===== src/rtl/fir_pkg.sv =====
// fir_pkg: shared widths, state encoding and coefficient sets for fir_stereo
package fir_pkg;
  localparam int NTAPS_DEF = 8;
  localparam int DW = 24;
  localparam int CW = 18;
  localparam int ACCW = DW + CW + $clog2(NTAPS_DEF);
  typedef enum logic [1:0] {IDLE, MAC_L, MAC_R, OUT} state_t;
  typedef logic signed [CW-1:0] coef_t;
  localparam coef_t COEFS [4][NTAPS_DEF] = '{
    '{18'sd65536, 18'sd0, 18'sd0, 18'sd0, 18'sd0, 18'sd0, 18'sd0, 18'sd0},
    '{18'sd8192, 18'sd8192, 18'sd8192, 18'sd8192, 18'sd8192, 18'sd8192, 18'sd8192, 18'sd8192},
    '{18'sd4096, 18'sd8192, 18'sd12288, 18'sd16384, 18'sd16384, 18'sd12288, 18'sd8192, 18'sd4096},
    '{18'sd32768, -18'sd32768, 18'sd0, 18'sd0, 18'sd0, 18'sd0, 18'sd0, 18'sd0}
  };
  // taps past the listed table are zero, so longer filters simply see silence there
  function automatic coef_t coef_at(input logic [1:0] sel, input int k);
    return (k < NTAPS_DEF) ? COEFS[sel][k[2:0]] : '0;
  endfunction
endpackage


===== src/rtl/fir_mac.sv =====
// fir_mac: signed multiply-accumulate with clear and Q2.16 round/saturate output
module fir_mac import fir_pkg::*; #(
  parameter int AW = ACCW
) (
  input  logic                 clk,
  input  logic                 reset,
  input  logic                 i_clr,
  input  logic                 i_en,
  input  logic signed [DW-1:0] i_x,
  input  logic signed [CW-1:0] i_c,
  output logic signed [DW-1:0] o_rnd
);
  localparam logic signed [AW-1:0] MAXV = {{(AW-DW+1){1'b0}}, {(DW-1){1'b1}}};
  localparam logic signed [AW-1:0] MINV = {{(AW-DW+1){1'b1}}, {(DW-1){1'b0}}};
  logic signed [DW+CW-1:0] w_prod;
  logic signed [AW-1:0] r_acc, w_sum, w_rs;
  assign w_prod = i_x * i_c;
  assign w_sum = r_acc + AW'(w_prod);
  assign w_rs = (w_sum + AW'(32768)) >>> 16;
  assign o_rnd = (w_rs > MAXV) ? MAXV[DW-1:0] : (w_rs < MINV) ? MINV[DW-1:0] : w_rs[DW-1:0];
  // accumulator; clear wins so the last product of a channel is consumed via o_rnd only
  always_ff @(posedge clk) begin
    if (reset || i_clr) r_acc <= '0;
    else if (i_en) r_acc <= w_sum;
  end
endmodule


===== src/rtl/fir_stereo.sv =====
// fir_stereo: time-multiplexed stereo FIR sharing one MAC across both channels
module fir_stereo import fir_pkg::*; #(
  parameter int NTAPS = NTAPS_DEF
) (
  input  logic          clk,
  input  logic          reset,
  input  logic          in_valid,
  input  logic [DW-1:0] left_in,
  input  logic [DW-1:0] right_in,
  input  logic [1:0]    coef_sel,
  output logic [DW-1:0] left_out,
  output logic [DW-1:0] right_out,
  output logic          out_valid,
  output logic          busy,
  output logic          overrun
);
  localparam int KW = $clog2(NTAPS);
  localparam int AW = DW + CW + KW;
  state_t r_state, w_next;
  logic [KW-1:0] r_wr, r_k, w_idx;
  logic [1:0] r_sel;
  logic [DW-1:0] r_lbuf [NTAPS];
  logic [DW-1:0] r_rbuf [NTAPS];
  logic [DW-1:0] r_hold_l;
  logic signed [DW-1:0] w_x, w_rnd;
  logic w_last, w_accept;
  assign w_last = r_k == KW'(NTAPS-1);
  assign w_accept = r_state == IDLE && in_valid;
  assign w_idx = r_wr - r_k - KW'(1);
  assign w_x = (r_state == MAC_L) ? r_lbuf[w_idx] : (r_state == MAC_R) ? r_rbuf[w_idx] : '0;
  assign busy = r_state != IDLE;
  fir_mac #(.AW(AW)) u_mac (
    .clk   (clk),
    .reset (reset),
    .i_clr (w_accept || (r_state == MAC_L && w_last)),
    .i_en  (r_state == MAC_L || r_state == MAC_R),
    .i_x   (w_x),
    .i_c   (coef_at(r_sel, int'(r_k))),
    .o_rnd (w_rnd)
  );
  // state register
  always_ff @(posedge clk) begin
    r_state <= reset ? IDLE : w_next;
  end
  // next state: left pass, right pass, one output cycle
  always_comb begin
    w_next = r_state;
    w_next = (r_state == IDLE) ? (in_valid ? MAC_L : IDLE) :
             (r_state == MAC_L) ? (w_last ? MAC_R : MAC_L) :
             (r_state == MAC_R) ? (w_last ? OUT : MAC_R) : IDLE;
  end
  // delay lines, tap counter, result registers and status flags
  always_ff @(posedge clk) begin
    if (reset) begin
      for (int i = 0; i < NTAPS; i++) begin
        r_lbuf[i] <= '0;
        r_rbuf[i] <= '0;
      end
      r_wr <= '0;
      r_k <= '0;
      r_sel <= '0;
      r_hold_l <= '0;
      left_out <= '0;
      right_out <= '0;
      out_valid <= 1'b0;
      overrun <= 1'b0;
    end else begin
      out_valid <= r_state == OUT;
      if (in_valid && r_state != IDLE) overrun <= 1'b1;
      if (w_accept) begin
        r_lbuf[r_wr] <= left_in;
        r_rbuf[r_wr] <= right_in;
        r_wr <= r_wr + 1'b1;
        r_sel <= coef_sel;
      end
      r_k <= (r_state == MAC_L || r_state == MAC_R) ? r_k + 1'b1 : '0;
      if (r_state == MAC_L && w_last) r_hold_l <= w_rnd;
      if (r_state == OUT) begin
        left_out <= r_hold_l;
        right_out <= w_rnd;
      end
    end
  end
endmodule


===== config.mk =====
export PLATFORM = sky130hd
export DESIGN_NAME = fir_stereo
export DESIGN_NICKNAME = d
export VERILOG_FILES = /design/src/rtl/fir_pkg.sv /design/src/rtl/fir_mac.sv /design/src/rtl/fir_stereo.sv
export SDC_FILE = /design/constraint.sdc
export NUM_CORES = 1
export LEC_CHECK = 0
export CORE_UTILIZATION = 64
export CTS_CLUSTER_DIAMETER = 150
export DETAILED_ROUTE_END_ITERATION = 6
export PLACE_DENSITY = 0.93
export SETUP_SLACK_MARGIN = 0.1
export SYNTH_ARGS = -nofsm -noshare
export SYNTH_HDL_FRONTEND = slang
export SYNTH_SLANG_ARGS = --single-unit

===== constraint.sdc =====
create_clock -name clk -period 28.9 [get_ports clk]
set_input_delay 8.67 -clock clk [delete_from_list [all_inputs] [get_ports clk]]
set_output_delay 8.67 -clock clk [all_outputs]
set_load 0.05 [all_outputs]

* Yosys cells after proc, flatten, opt, wreduce, memory -nomap -nowiden *
Memory sizes are Yosys's and may differ from the RTL's.
Cells that the tools add are included.

operators by class
  $add $sub $neg = 6
  multipliers = 1
  order comparisons = 4
  equality and inequality tests = 4
  muxes and demuxes = 27
  bitwise operators = 3
  reductions and logical operators = 11

operator list
  kind                                                                                count
  144-bit binary-select mux with 2-bit select                                         1
  144-bit 2-to-1 mux                                                                  2
  24-bit 2-to-1 mux                                                                   6
  18-bit binary-select mux with 3-bit select                                          1
  24-bit OR reduction                                                                 2
  45-bit by 17-bit adder with 45-bit output (second input constant)                   1
  45-bit by 42-bit adder with 45-bit output                                           1
  24-bit by 18-bit multiplier with 42-bit output                                      1
  18-bit 2-to-1 mux                                                                   2
  29-bit by 24-bit greater-than comparator with 1-bit output (second input constant)  1
  29-bit by 24-bit less-than comparator with 1-bit output (second input constant)     1
  1-bit 2-to-1 mux                                                                    9
  2-bit 2-to-1 mux                                                                    4
  3-bit by 1-bit adder with 3-bit output (second input constant)                      2
  3-bit 2-to-1 mux                                                                    2
  2-bit == test (second input constant)                                               2
  4-bit >= comparator (second input constant)                                         1
  3-bit inverter with 4-bit output                                                    1
  3-bit == test (second input constant)                                               1
  3-bit >= comparator (second input constant)                                         1
  1-bit logical AND                                                                   3
  1-bit logical OR                                                                    3
  2-bit inverter with 3-bit output                                                    1
  3-bit by 1-bit subtractor with 3-bit output (second input constant)                 1
  other kinds (6)                                                                     6

word-level totals
  flip-flop bits (word level) = 129
  memory bits (writable) = 384
  output and inout bits = 51
  word-level logic and storage cells = 68
  memories = 2

memory list
  memory  words  bits a word  read ports  clocked after memory_dff  write ports  RTL line          RTL
  r_lbuf  8      24           1           0                         8            fir_stereo.sv:22  logic [DW-1:0] r_lbuf [NTAPS];
  r_rbuf  8      24           1           0                         8            fir_stereo.sv:23  logic [DW-1:0] r_rbuf [NTAPS];

* Logic depth before layout (Yosys ltp) *
Gate-level depths: netlist of the first run.

  depth after elaboration = 13
  mapped depth = 39
  gate-level depth less buffers = 33

* Hierarchy *
A second synthesis of the first run with hierarchy kept.

second synthesis, totals
  cell total of the unflattened synthesis = 3568
  area total of the unflattened synthesis = 40476.3 um^2

modules (own cells, without submodules)
  module      times used  cells an instance  area each (um^2)  sequential area each (um^2)
  fir_stereo  1           1368               20465.9           13212.7
  fir_mac     1           2200               20010.4           900.9

* Worst setup path after synthesis of the first run *
Ideal clock, no wire load.

  kind = input port to flip-flop
  from = input port in_valid
  to = memory r_lbuf[0][0], enable pin
  library setup time = 384 ps
  arrival = 10375 ps
  slack = 18141 ps
  stages = 5
  path buffers = 1
  cells stage by stage = nand2_1 -> or3_1 -> nor3_1 -> clkbuf_1 -> or2_2

RTL lines
  element          RTL line          RTL
  start, declared  fir_stereo.sv:7   input logic in_valid,
  end, declared    fir_stereo.sv:22

* Final worst setup path of the first run *
  from = register r_k[0]
  to = register right_out[16]

between the ends
  word-level cells in the longest chain between the ends = 11

RTL lines
  element                                                  RTL line          RTL
  start, declared                                          fir_stereo.sv:20  logic [KW-1:0] r_wr, r_k, w_idx;
  start signal, assigned                                   fir_stereo.sv:76  r_k <= (r_state == MAC_L || r_state == MAC_R) ? r_k + 1'b1 : '0;
  3-bit subtractor                                         fir_stereo.sv:29  assign w_idx = r_wr - r_k - KW'(1);
  3-bit by 1-bit subtractor with 3-bit output              fir_stereo.sv:29
  memory read 8 x 24 bit                                   -
  24-bit 2-to-1 mux (2 in series)                          fir_stereo.sv:30  assign w_x = (r_state == MAC_L) ? r_lbuf[w_idx] : (r_state == MAC_R) ? r_rbuf[w_idx] : '0;
  24-bit by 18-bit multiplier with 42-bit output (*)       fir_mac.sv:17     assign w_prod = i_x * i_c;
  45-bit by 42-bit adder with 45-bit output (*)            fir_mac.sv:18     assign w_sum = r_acc + AW'(w_prod);
  45-bit by 17-bit adder with 45-bit output (*)            fir_mac.sv:19     assign w_rs = (w_sum + AW'(32768)) >>> 16;
  29-bit by 24-bit less-than comparator with 1-bit output  fir_mac.sv:20     assign o_rnd = (w_rs > MAXV) ? MAXV[DW-1:0] : (w_rs < MINV) ? MINV[DW-1:0] : w_rs[DW-1:0];
  24-bit 2-to-1 mux                                        fir_mac.sv:20
  24-bit 2-to-1 mux (*)                                    fir_mac.sv:20
  end signal, assigned                                     fir_stereo.sv:80  right_out <= w_rnd;
  end, declared                                            fir_stereo.sv:12  output logic [DW-1:0] right_out,

Every way passes the cells marked *; elsewhere a longest branch is shown, timed or not. The select of a mux whose other input is x is not followed.
A chain may end at the register's enable or synchronous reset.

==> summary.txt, run 1 <==
VDD IR-drop max - 0.00006081 V
FF-to-FF Start - r_k[0]$_SDFF_PP0_
Register-to-register setup slack - 16.04 ns
R2R depth - 30
Post-DP HPWL - 46,350 µm
Leading post-synthesis cells by cell area - edfxtp_1 39%, fa_1 8.9%, and2_1 8.3%, dfxtp_1 8.0%, mux4_2 7.3%
Vias in the first global route - 20,370
Worst hold path cell count - 2
Final WS setup - 16.04 ns
Worst setup path end - right_out[16]$_SDFFE_PP0P_
Die Ht - 216.5 µm
Synthesized-area fraction occupied by adder cells - 14.90%
Static Leak - 13.66 nW
Area Growth Syn to Fin - 11.31%
Power per cell area - 53.57 mW/mm²
CTS sink cnt - 501
Setup bufs post-CTS - 0
Setup Total Neg Slack - 0 ns
Core Region - 0.04538 mm²
Crit path largest cell delay - 1.26 ns
Placed cells - 3,002
IO Count - 104
Final hold vios - 0
Pin count of the biggest net entering global routing - 56
Die area - 0.04688 mm²
RSZ-0062 raised after global routing - no
Syn_nets - 2,724
Post-synth EDFFs - 384
Main combinational cell family by area after synthesis - simple AND/OR/NAND/NOR gates
Crit. End Element - register
Total Nets Final - 2,779
Sequential fraction of the synthesis area - 47.11%
Via count - 19,520
Violated checks - design-rule violations
Initial antenna violation count - 0
Area share of the largest cell type after synthesis - 39.15%
RePlAce Congestion - 0.9320
Tot Pwr - 1.756 mW
Synth warn - 0
Synth Register Bits - 501
CTS Hold Buffers Added - 0
CP required - 29.43 ns
Fmax - 77.75 MHz
Asr flop ratio synth - 0%
Slew headroom - 15.01%
DRT antenna net count - 0
Overall routed net length - 70,910 µm
Post-layout util - 72.23%
Via density - 6.307
First-pass GRT wire length - 110,500 µm
Hold Path Class - register to register
Multiplexer area fraction after synthesis - 11.11%
Post-cts sizing count - 0
Worst-path clk slew - 0.06 ns
Clock Latency Late Sink - 0.61 ns
Simple-Gate Fraction of Synth Area - 15.97%
Initial Utilization - 64.90%
CP Launch Point - r_k[0]$_SDFF_PP0_
DP Worst Slack - 16.35 ns
Iteration count of the initial detailed-routing pass - 7
PortBufs - 103
Fin crit period - 12.86 ns
Post-Syn Area - 0.02945 mm²
Die width - 216.5 µm
Layout Cells excl Fill - 3,095
Worst setup SP type - register
Status - finished with violations
Total gr overflow - 0
WHS - 0.4720 ns
Post-synthesis xor/xnor area fraction - 1.691%
CP max FO - 48
Number of distinct library cells after synthesis - 81
CTS Buffer Depth - 3
Final Skew - 0.02553 ns
CTS tree - built
Crit path kind - register to register
Syn_area_per_cell - 12.28 µm²
H-tree depth - 2
Cell Rows - 78
Post-synth top flop - edfxtp_1
Synth Area in Compound Gates - 5.238%
Placed Area - 0.03101 mm²
Crit-path slowest cell - fa_4
CTS Buf Count - 50
Mapped Cells - 2,399
Worst slew pin tran - 1.269 ns
Final Max Tran Viols - 0
Yosys top cell by area - edfxtp_1
Wirelength per Cell - 22.91 µm
Post-route cell area - 0.03278 mm²
Initial DRC Count - 1,841
Crit path top cell by count - fa_1
CTS Root Cell - clkbuf_16
Max Cap Viol - 0
Final period util - 44.50%
Crit path DAT - 13.39 ns
Share of cells above drive strength 1 - 10.94%
GR Util All Layers - 30.74%
R2R Path End - right_out[16]$_SDFFE_PP0P_
Final setup vio count - 0
Ant diodes - 0
DRC violation count after routing - 2
-- registers in the layout, indices dropped and copies added, names as in the netlist --
register and count:
r_k 3, r_rbuf 192, r_hold_l 24, u_mac.r_acc 33
r_wr 3, r_sel 2, r_state 2, overrun 1
out_valid 1, right_out 24, r_lbuf 192, left_out 24
-- cell usage in the layout (no fill, tap or decap), types with 21 or more instances in the layout --
cell / count
edfxtp_1: 384
clkbuf_16: 52
nor2_1: 208
buf_4: 26
nor2b_1: 23
o22a_1: 21
fa_1: 130
inv_1: 181
ha_1: 139
dfxtp_1: 117
a221o_1: 24
o21ai_0: 28
clkdlybuf4s50_1: 102
nand3_1: 28
mux4_2: 96
nand2_1: 76
a21oi_1: 29
xnor2_1: 35
and2_1: 391
mux2i_1: 104
-- critical path, delay by kind of cell, from the launching register on --
kind / cells / cell delay, ns
AO/OA/AOI/OAI: 7 / 2.91
AND/OR/NAND/NOR: 5 / 2.49
multiplexers: 3 / 1.01
flip-flops: 1 / 0.58
adder cells (fa/ha/maj): 10 / 4.74
buffers and inverters: 5 / 1.01
-- worst min-delay path by stage --
| stage | to | start | slack, ns |
|---|---|---|---|
| 2_1_floorplan | r_hold_l[17]$_SDFFE_PP0P_ | r_hold_l[17]$_SDFFE_PP0P_ | 0.44 |
| 3_3_place_gp | overrun$_SDFFE_PP0P_ | overrun$_SDFFE_PP0P_ | 0.45 |
| 3_5_place_dp | overrun$_SDFFE_PP0P_ | overrun$_SDFFE_PP0P_ | 0.46 |
| 4_1_cts | overrun$_SDFFE_PP0P_ | overrun$_SDFFE_PP0P_ | 0.48 |
| 5_1_grt | r_hold_l[22]$_SDFFE_PP0P_ | r_hold_l[22]$_SDFFE_PP0P_ | 0.51 |
| 6_report | overrun$_SDFFE_PP0P_ | overrun$_SDFFE_PP0P_ | 0.47 |
-- power breakdown --
part	internal [mW]	leakage, nW	switching [mW]	total (mW)
Clock	0.406	0.868	0.289	0.695
Sequential	0.800	4.92	0.0103	0.811
Combinational	0.102	7.87	0.148	0.250
Total	1.31	13.7	0.448	1.76
-- logic make-up after synthesis --
logic type,count (synthesis)
AO/OA/AOI/OAI,201
XOR/XNOR,56
adder cells (fa/ha/maj),272
buffers and inverters,307
flip-flops,501
multiplexers,206
AND/OR/NAND/NOR,856
-- cells in the mapped netlist, types with 7 or more instances --
cell type,count
a221o_1,24
mux4_2,96
clkbuf_1,106
o22a_1,21
nand3_2,11
and3_1,11
fa_1,131
inv_1,180
xor2_1,19
buf_1,10
edfxtp_1,384
a211oi_1,13
nor2_1,215
dfxtp_1,117
mux2i_1,104
buf_2,8
and2_1,391
or3_1,12
nor2b_1,23
a21oi_1,30
xnor2_1,36
o211ai_2,9
nor3_1,14
nand4_1,12
o211ai_1,16
or2_2,18
and4_1,7
nand2_1,76
o21ai_0,28
ha_1,141
nand2b_1,9
nand3_1,28
-- area by class of cell --
class | instances | area (µm²)
multi-input combinational | 1591 | 14490
clock inverter | 35 | 429.2
tap | 600 | 750.7
sequential | 501 | 13870
fill | 2754 | 12600
timing repair buffer | 129 | 1221
clock buffer | 58 | 1335
inverter | 181 | 679.4
-- layer usage --
| layer | routed length [µm] | GRT usage [%] |
|---|---|---|
| met4 | 3750 | 16.48 |
| met5 | 0 | 0 |
| met3 | 5318 | 4.688 |
| met1 | 25320 | 36.17 |
| met2 | 36520 | 54.26 |
(Power assumes the default switching activity.)
==> inputs of run 2 (changes only) <==
- CORE_UTILIZATION: 64 -> 56
- PLACE_DENSITY: 0.93 -> 0.87
- clock period: 28.9 -> 10.53 ns (I/O delays scaled with it)
==> run 2 against run 1 <==
Net effect: the run now ends clean; first-iteration DRC count is essentially flat; setup slack got worse by 16 ns; combinational power rose to 3.1 times the previous value; fmax grew 25%; worst hold slack got worse by 0.0077 ns; largest power group unchanged.
==> summary.txt, run 2 (same netlist as run 1, synthesis figures left out) <==
Status - completed
Clock Latency Late Sink - 0.64 ns
DP Worst Slack - -0.2111 ns
Iteration count of the initial detailed-routing pass - 7
IO Count - 104
Fin crit period - 10.28 ns
Area Growth Syn to Fin - 13.99%
Die width - 231.3 µm
Power per cell area - 143.8 mW/mm²
Final Skew - 0.03292 ns
Via density - 6.077
CTS Buf Count - 51
Ant diodes - 0
Tot Pwr - 4.829 mW
Final hold vios - 0
Initial antenna violation count - 2
PortBufs - 103
Max Cap Viol - 0
Core Region - 0.05161 mm²
Vias in the first global route - 20,620
Pin count of the biggest net entering global routing - 52
Crit path kind - register to register
Total Nets Final - 2,837
Final WS setup - 0.2532 ns
Die Ht - 231.3 µm
Fill cells - 3,543
Post-route cell area - 0.03357 mm²
Crit-path slowest cell - or4_4
CTS tree - built
Crit path top cell by count - fa_1
RePlAce Congestion - 0.9316
Crit path largest cell delay - 0.58 ns
Setup Total Neg Slack - 0 ns
H-tree depth - 2
First-pass GRT wire length - 113,300 µm
Most frequent cells in the layout - 391 x and2_1, 384 x edfxtp_1, 209 x nor2_1
Worst setup SP type - register
Biggest regs - r_lbuf x192, r_rbuf x192, u_mac.r_acc x33
Share of cells above drive strength 1 - 14.30%
CTS Buffer Depth - 3
Via count - 19,640
Placed cells - 3,124
CTS Root Cell - clkbuf_16
Layout Cells excl Fill - 3,232
Crit. End Element - register
Total gr overflow - 0
VDD IR-drop max - 0.0001678 V
GR Util All Layers - 27.60%
Initial DRC Count - 1,840
Final period util - 97.60%
Post-layout util - 65.05%
DRT antenna net count - 0
Final Max Tran Viols - 0
CP max FO - 23
Placed Area - 0.03152 mm²
Worst slew pin tran - 1.334 ns
Static Leak - 13.99 nW
Commonest non-fill, non-tap cell in the layout - and2_1
CP required - 11.04 ns
Slew headroom - 10.73%
Post-DP HPWL - 46,020 µm
Die area - 0.05351 mm²
Fmax - 97.31 MHz
Initial Utilization - 57.06%
Wirelength per Cell - 22.96 µm
CTS sink cnt - 501
Overall routed net length - 74,220 µm
Crit path DAT - 10.79 ns
Hold Path Class - register to register
Final setup vio count - 0
Cell Rows - 83
Worst-path clk slew - 0.06 ns
WHS - 0.4643 ns
DRC violation count after routing - 0
-- run 2: cell count changes in the layout (fill, tap and decap cells not counted), sizes merged --
cell      delta
clkinvlp     +1
buf         +53
bufinv       -3
clkbuf       +5
nor3b        +1
-- run 2: final cells by class --
cell class                 count  area, µm²  share of cell area [%]
clock buffer                  60       1341                   3.995
clock inverter                33      354.1                   1.055
inverter                     181      679.4                   2.024
multi-input combinational   1592      14700                   43.78
sequential                   501      13870                   41.32
tap                          680      850.8                   2.534
timing repair buffer         185       1775                   5.288
-- run 2: where the power goes --
group	internal (mW)	leakage (nW)	total (mW)	switching, mW
combinational	0.328	8.24	0.764	0.436
clock	1.04	0.837	1.84	0.799
sequential	2.20	4.92	2.22	0.0260
total	3.57	14.0	4.83	1.26
-- run 2: worst paths after layout --
path	end	start	slack, ns	cells past startpoint
max	r_hold_l[17]$_SDFFE_PP0P_	r_wr[0]$_SDFFE_PP0P_	0.25	32
min	overrun$_SDFFE_PP0P_	overrun$_SDFFE_PP0P_	0.46	2
min reg2reg	overrun$_SDFFE_PP0P_	overrun$_SDFFE_PP0P_	0.46	2
max reg2reg	r_hold_l[17]$_SDFFE_PP0P_	r_wr[0]$_SDFFE_PP0P_	0.25	32
-- run 2: critical path, delay by kind of cell, from the launching register on --
family / cells / cell delay [ns]
adder cells (fa/ha/maj): 10 / 4.09
buffers and inverters: 6 / 0.71
XOR/XNOR: 3 / 0.62
multiplexers: 2 / 0.33
AND/OR/NAND/NOR: 6 / 2.59
flip-flops: 1 / 0.39
AO/OA/AOI/OAI: 5 / 1.39
-- run 2: timing repair --
| action | CTS | global route |
|---|---|---|
| endpoints found under the hold margin | 0 | 0 |
| endpoints found under the setup margin | 35 | 48 |
| hold buffers | 0 | 0 |
| gates cloned | 1 | 3 |
| buffers inserted | 0 | 11 |
| pin swaps | 1 | 7 |
| resized for setup | 7 | 45 |
-- run 2: layer usage --
| metal | vias up | wire (µm) | global-route usage (%) | share of wire [%] |
|---|---|---|---|---|
| met4 | 4 | 3543 | 14.69 | 4.8 |
| met2 | 1082 | 36870 | 47.29 | 50 |
| met5 | - | 26 | 0 | 0.035 |
| met3 | 244 | 6625 | 4.503 | 8.9 |
| li1 | 8691 | - | - | - |
| met1 | 9619 | 27150 | 33.44 | 37 |
